$ cat src/rtl/spi_pkg.sv
// Shared definitions for the SPI frame receiver: frame width, bit-count width and FSM states.
package spi_pkg;

    localparam int unsigned SPI_DATA_WIDTH = 24;
    localparam int unsigned SPI_CNT_W      = $clog2(SPI_DATA_WIDTH + 2);

    typedef enum logic [1:0] {
        StArming,
        StIdle,
        StShift,
        StDone
    } spi_state_e;

endpackage

$ cat src/rtl/sync_edge_detect.sv
// Multi-flop synchronizer for one asynchronous input, followed by a registered
// edge detector producing the synchronized level and single-cycle rise/fall pulses.
module sync_edge_detect #(
    parameter int unsigned SYNC_STAGES = 2
) (
    input  logic clock,
    input  logic reset,
    input  logic din,
    output logic level,
    output logic rise,
    output logic fall
);

    logic [SYNC_STAGES-1:0] sync_q;
    logic                   prev_q;

    always_ff @(posedge clock) begin
        if (reset) begin
            sync_q <= '0;
            prev_q <= 1'b0;
        end else begin
            sync_q <= {sync_q[SYNC_STAGES-2:0], din};
            prev_q <= sync_q[SYNC_STAGES-1];
        end
    end

    assign level = sync_q[SYNC_STAGES-1];
    assign rise  = level & ~prev_q;
    assign fall  = ~level & prev_q;

endmodule

$ cat src/rtl/spi_receiver.sv
// SPI responder for the 24-bit DAC frame protocol: oversamples sclk/sync_n/sdi in the
// clk_50 domain and emits parallel frames. Optional readback echo on sdo: SPI_RX_ECHO_EN.
module spi_receiver
    import spi_pkg::*;
#(
    parameter int unsigned DATA_WIDTH  = SPI_DATA_WIDTH,
    parameter int unsigned SYNC_STAGES = 2
) (
    input  logic                  clock,
    input  logic                  reset,
    input  logic                  sclk,
    input  logic                  sync_n,
    input  logic                  sdi,
    output logic                  sdo,
    output logic [DATA_WIDTH-1:0] data,
    output logic                  data_valid,
    output logic                  frame_error,
    output logic                  busy
);

    localparam int unsigned         CNT_W    = $clog2(DATA_WIDTH + 2);
    localparam logic [CNT_W-1:0]    CntFull  = CNT_W'(DATA_WIDTH);
    localparam logic [CNT_W-1:0]    CntSat   = CNT_W'(DATA_WIDTH + 1);

    logic sclk_level, sclk_rise, sclk_fall;
    logic sync_level, sync_rise, sync_fall;
    logic sdi_level, sdi_rise, sdi_fall;

    sync_edge_detect #(.SYNC_STAGES(SYNC_STAGES)) u_sclk_sync (
        .clock (clock),
        .reset (reset),
        .din   (sclk),
        .level (sclk_level),
        .rise  (sclk_rise),
        .fall  (sclk_fall)
    );

    sync_edge_detect #(.SYNC_STAGES(SYNC_STAGES)) u_sync_n_sync (
        .clock (clock),
        .reset (reset),
        .din   (sync_n),
        .level (sync_level),
        .rise  (sync_rise),
        .fall  (sync_fall)
    );

    sync_edge_detect #(.SYNC_STAGES(SYNC_STAGES)) u_sdi_sync (
        .clock (clock),
        .reset (reset),
        .din   (sdi),
        .level (sdi_level),
        .rise  (sdi_rise),
        .fall  (sdi_fall)
    );

    // IDLE starts on the low level, so a fall detected during DONE is still taken.
    logic unused_edges;
    assign unused_edges = sclk_level | sync_fall | sdi_rise | sdi_fall;

    spi_state_e             state_q, state_d;
    logic [CNT_W-1:0]       cnt_q, cnt_d;
    logic [DATA_WIDTH-1:0]  shift_q, shift_d;
    logic [DATA_WIDTH-1:0]  data_q, data_d;
    logic                   data_valid_q, data_valid_d;
    logic                   frame_error_q, frame_error_d;
    logic                   busy_q, busy_d;
    logic                   frame_start;

    assign frame_start = (state_q == StIdle) && !sync_level;

    always_comb begin
        state_d       = state_q;
        cnt_d         = cnt_q;
        shift_d       = shift_q;
        data_d        = data_q;
        data_valid_d  = 1'b0;
        frame_error_d = 1'b0;
        busy_d        = busy_q;
        unique case (state_q)
            StArming: begin
                if (sync_level) state_d = StIdle;
            end
            StIdle: begin
                if (frame_start) begin
                    cnt_d   = '0;
                    shift_d = '0;
                    busy_d  = 1'b1;
                    state_d = StShift;
                end
            end
            StShift: begin
                // A coincident sclk fall is dropped when the frame closes.
                if (sync_rise) begin
                    state_d = StDone;
                end else if (sclk_fall) begin
                    shift_d = {shift_q[DATA_WIDTH-2:0], sdi_level};
                    if (cnt_q != CntSat) cnt_d = cnt_q + CNT_W'(1);
                end
            end
            StDone: begin
                busy_d  = 1'b0;
                state_d = StIdle;
                if (cnt_q == CntFull) begin
                    data_d       = shift_q;
                    data_valid_d = 1'b1;
                end else begin
                    frame_error_d = 1'b1;
                end
            end
            default: state_d = StArming;
        endcase
    end

    always_ff @(posedge clock) begin
        if (reset) begin
            state_q       <= StArming;
            cnt_q         <= '0;
            shift_q       <= '0;
            data_q        <= '0;
            data_valid_q  <= 1'b0;
            frame_error_q <= 1'b0;
            busy_q        <= 1'b0;
        end else begin
            state_q       <= state_d;
            cnt_q         <= cnt_d;
            shift_q       <= shift_d;
            data_q        <= data_d;
            data_valid_q  <= data_valid_d;
            frame_error_q <= frame_error_d;
            busy_q        <= busy_d;
        end
    end

    assign data        = data_q;
    assign data_valid  = data_valid_q;
    assign frame_error = frame_error_q;
    assign busy        = busy_q;

`ifdef SPI_RX_ECHO_EN
    logic [DATA_WIDTH-1:0] echo_q, echo_d;

    // Master samples sdo on sclk fall, so advance on sclk rise.
    always_comb begin
        echo_d = echo_q;
        if (frame_start) begin
            echo_d = data_q;
        end else if ((state_q == StShift) && sclk_rise) begin
            echo_d = {echo_q[DATA_WIDTH-2:0], 1'b0};
        end
    end

    always_ff @(posedge clock) begin
        if (reset) echo_q <= '0;
        else       echo_q <= echo_d;
    end

    assign sdo = (state_q == StShift) ? echo_q[DATA_WIDTH-1] : 1'b0;
`else
    logic unused_sclk_rise;
    assign unused_sclk_rise = sclk_rise;
    assign sdo              = 1'b0;
`endif

endmodule
$ cat config.mk
export PLATFORM = sky130hd
export DESIGN_NAME = spi_receiver
export DESIGN_NICKNAME = d
export VERILOG_FILES = /design/src/rtl/spi_pkg.sv /design/src/rtl/sync_edge_detect.sv /design/src/rtl/spi_receiver.sv
export SDC_FILE = /design/constraint.sdc
export NUM_CORES = 1
export LEC_CHECK = 0
export CAP_MARGIN = 20
export CORE_AREA = 2 2 95 60
export DETAILED_ROUTE_END_ITERATION = 8
export DIE_AREA = 0 0 97 62
export PLACE_DENSITY = 0.72
export RECOVER_POWER = 100
export SYNTH_ARGS = -nofsm -noshare
export SYNTH_HDL_FRONTEND = slang
export SYNTH_SLANG_ARGS = --single-unit
$ cat constraint.sdc
create_clock -name clock -period 2.37 [get_ports clock]
set_input_delay 0.237 -clock clock [delete_from_list [all_inputs] [get_ports clock]]
set_output_delay 0.237 -clock clock [all_outputs]
set_load 0.01 [all_outputs]
==> impl_metrics.ini <==
[sta]
setup_viol = 0
clock_skew_ns = 0.00665
worst_pin_slew_ns = 1.17
maxSlewViolCount = 0
clock.fmax_mhz = 486
maxSlewHeadroom = 0.218
worst_slack_ns = 0.311
rsz0062_at_grt = no
finalCritPeriodShare = 0.869
timing.hold.ws_ns = 0.439
tns_ns = 0
fin_crit_ns = 2.06
hold_viol = 0

[layout]
final_cell_mix = nand2_1, dfxtp_1, a21oi_1
antenna_cells = 0
layout.nets = 337
final_common_cell = nand2_1
area_growth_syn_to_layout_pct = 22.0
multi_input_area_um2 = 1070
fillCellCount = 488
seq_area_um2 = 1320
drive_gt1_frac = 0.0760
finalNonFillerCells = 398

[grt]
grt_pass1_wl_um = 7940
antenna_found_initial = 0
grt_pass1_vias = 1762
grt_usage = 0.171
grt.overflow.total = 0
grt_max_degree = 39

[clock_network]
h-tree-depth = 3
cts_buffer_depth = 2
numCtsBuffers = 9
cts.sinks = 66
post-cts-setup-buffers = 0
clock_latency_ns = 0.34
cts_tree = built
path_clk_slew_ns = 0.07
hold_buffers = 0
cts_resized = 0
root_buffer = clkbuf_8

[pwr]
clkPwrFrac = 0.397
p_int_uw = 1780
vdd_ir_drop_max_v = 0.000519
p_leak_uw = 0.00111
power.switching_uw = 639
switching_share = 0.264
p_comb_frac = 0.122
powerDensity_nw_per_um2 = 793
seqPwrFrac = 0.481

[route]
initialDrtViolationCount = 118
vias = 2011
routedWlPerCell_um = 12.1
antenna_left = 0
drc = 0
via_per_inst = 5.05
wl_um = 4820
drt_pass1_iterations = 4

[place]
gp_congestion = 0.812
placed_cells = 382
dpl.hpwl_um = 3010
port_buffers = 31
pre_cts_ws_ns = 0.450

[die]
fp.dieArea_um2 = 6010
fp-row-count = 21
start_util = 0.474
ioPinCount = 33
die_y_um = 62
die_w_um = 97
coreArea_um2 = 5280

[logic_synthesis]
ys.warnings.count = 0
async_reset_ff_frac = 0
syn-num-nets = 311
synthXorXnorAreaFrac = 0
yosys_most_used_dff = dfxtp_1
ys_types = 33
yosys.area_share.simple = 0.245
synth_top_family_by_area = simple AND/OR/NAND/NOR gates
yosysSeqAreaShare = 0.528
ys_ff_latch = 66
syn_area_per_cell_um2 = 8.40
synth_mux_area_frac = 0.00850
syn_area_um2 = 2500
synthAdderAreaFrac = 0.0400
synth_compound_area_frac = 0.132
synthCells = 298
synth_edf_count = 0

[run_status]
status = complete, no violations

[setup_path]
crit_type = flip-flop to flip-flop
required_ns = 2.56
r2r_setup_slack_ns = 0.31
cp_max_fo = 21
cp-end-kind = flip-flop
arrival_ns = 2.25
crit_path_start_kind = flip-flop

[run]
drv_cap = 0

[worst_hold_path]
hold_path_class = flip-flop to flip-flop
==> worst paths after layout <==
kind	startpoint	depth (start not counted)	endpoint
hold reg to reg	u_sync_n_sync.sync_q[0]	1	u_sync_n_sync.sync_q[1]
setup reg to reg	state_q[0]	6	cnt_q[0]
setup / recovery	state_q[0]	6	cnt_q[0]
hold / removal	u_sync_n_sync.sync_q[0]	1	u_sync_n_sync.sync_q[1]
==> power by group through the flow <==
stage,clock (µW),combinational [µW],sequential [µW]
floorplan,0,228,1190
global placement,0,320,1190
detailed placement,0,327,1190
CTS,986,330,1170
global route,1040,327,1170
finish,961,295,1170
==> layout make-up <==
class                           count  share of cell area
Inverter                            6             0.00737
Multi-Input combinational cell    205               0.351
Clock inverter                      4              0.0164
Sequential cell                    66               0.433
Clock buffer                       12              0.0508
Tap cell                           69              0.0283
Timing Repair Buffer               36               0.113
==> synthesized netlist by cell type (3+ instances only) <==
cell | number | area (µm²)
inv_1 | 6 | 22.5
nor2_1 | 4 | 15.0
clkbuf_1 | 11 | 41.3
nor3b_1 | 3 | 22.5
buf_2 | 7 | 35.0
nand3_1 | 31 | 155
a21oi_1 | 52 | 260
dfxtp_1 | 66 | 1320
nand2_1 | 77 | 289
nor2b_1 | 7 | 43.8
ha_1 | 8 | 100
==> cells by family after synthesis <==
group	count (synthesis)
other cells	1
mux	2
simple gates	133
compound gates	61
flops	66
buf+inv	27
fa+ha+maj	8
==> state kept, by name, indices dropped and copies added (netlist names) <==
register	cells
state_q	2
shift_q	24
data_valid	1
u_sync_n_sync.prev_q	1
data	24
u_sclk_sync.sync_q	2
busy	1
cnt_q	5
u_sync_n_sync.sync_q	2
u_sclk_sync.prev_q	1
u_sdi_sync.sync_q	2
frame_error	1
==> metrics by stage <==
stage / cell area (µm²) / util / total power [µW]
global route: 3050 / 0.578 / 2540
CTS: 3090 / 0.585 / 2480
global placement: 2880 / 0.546 / 1510
finish: 3050 / 0.578 / 2420
detailed placement: 2880 / 0.546 / 1520
floorplan: 2500 / - / 1420
==> critical path, stage by stage (launching register included) <==
cell	delay, ns
dfxtp_1	0.41
inv_1	0.10
ha_1	0.31
nand3b_1	0.40
clkbuf_2	0.41
nand4_1	0.19
o31ai_1	0.08
==> layer usage <==
layer,GRT usage,part of all wire
met1,0.217,0.53
met2,0.268,0.40
met3,0.0872,0.065
met4,0.0362,0.0054
met5,0,0
Power figures use the tool's default switching activity.
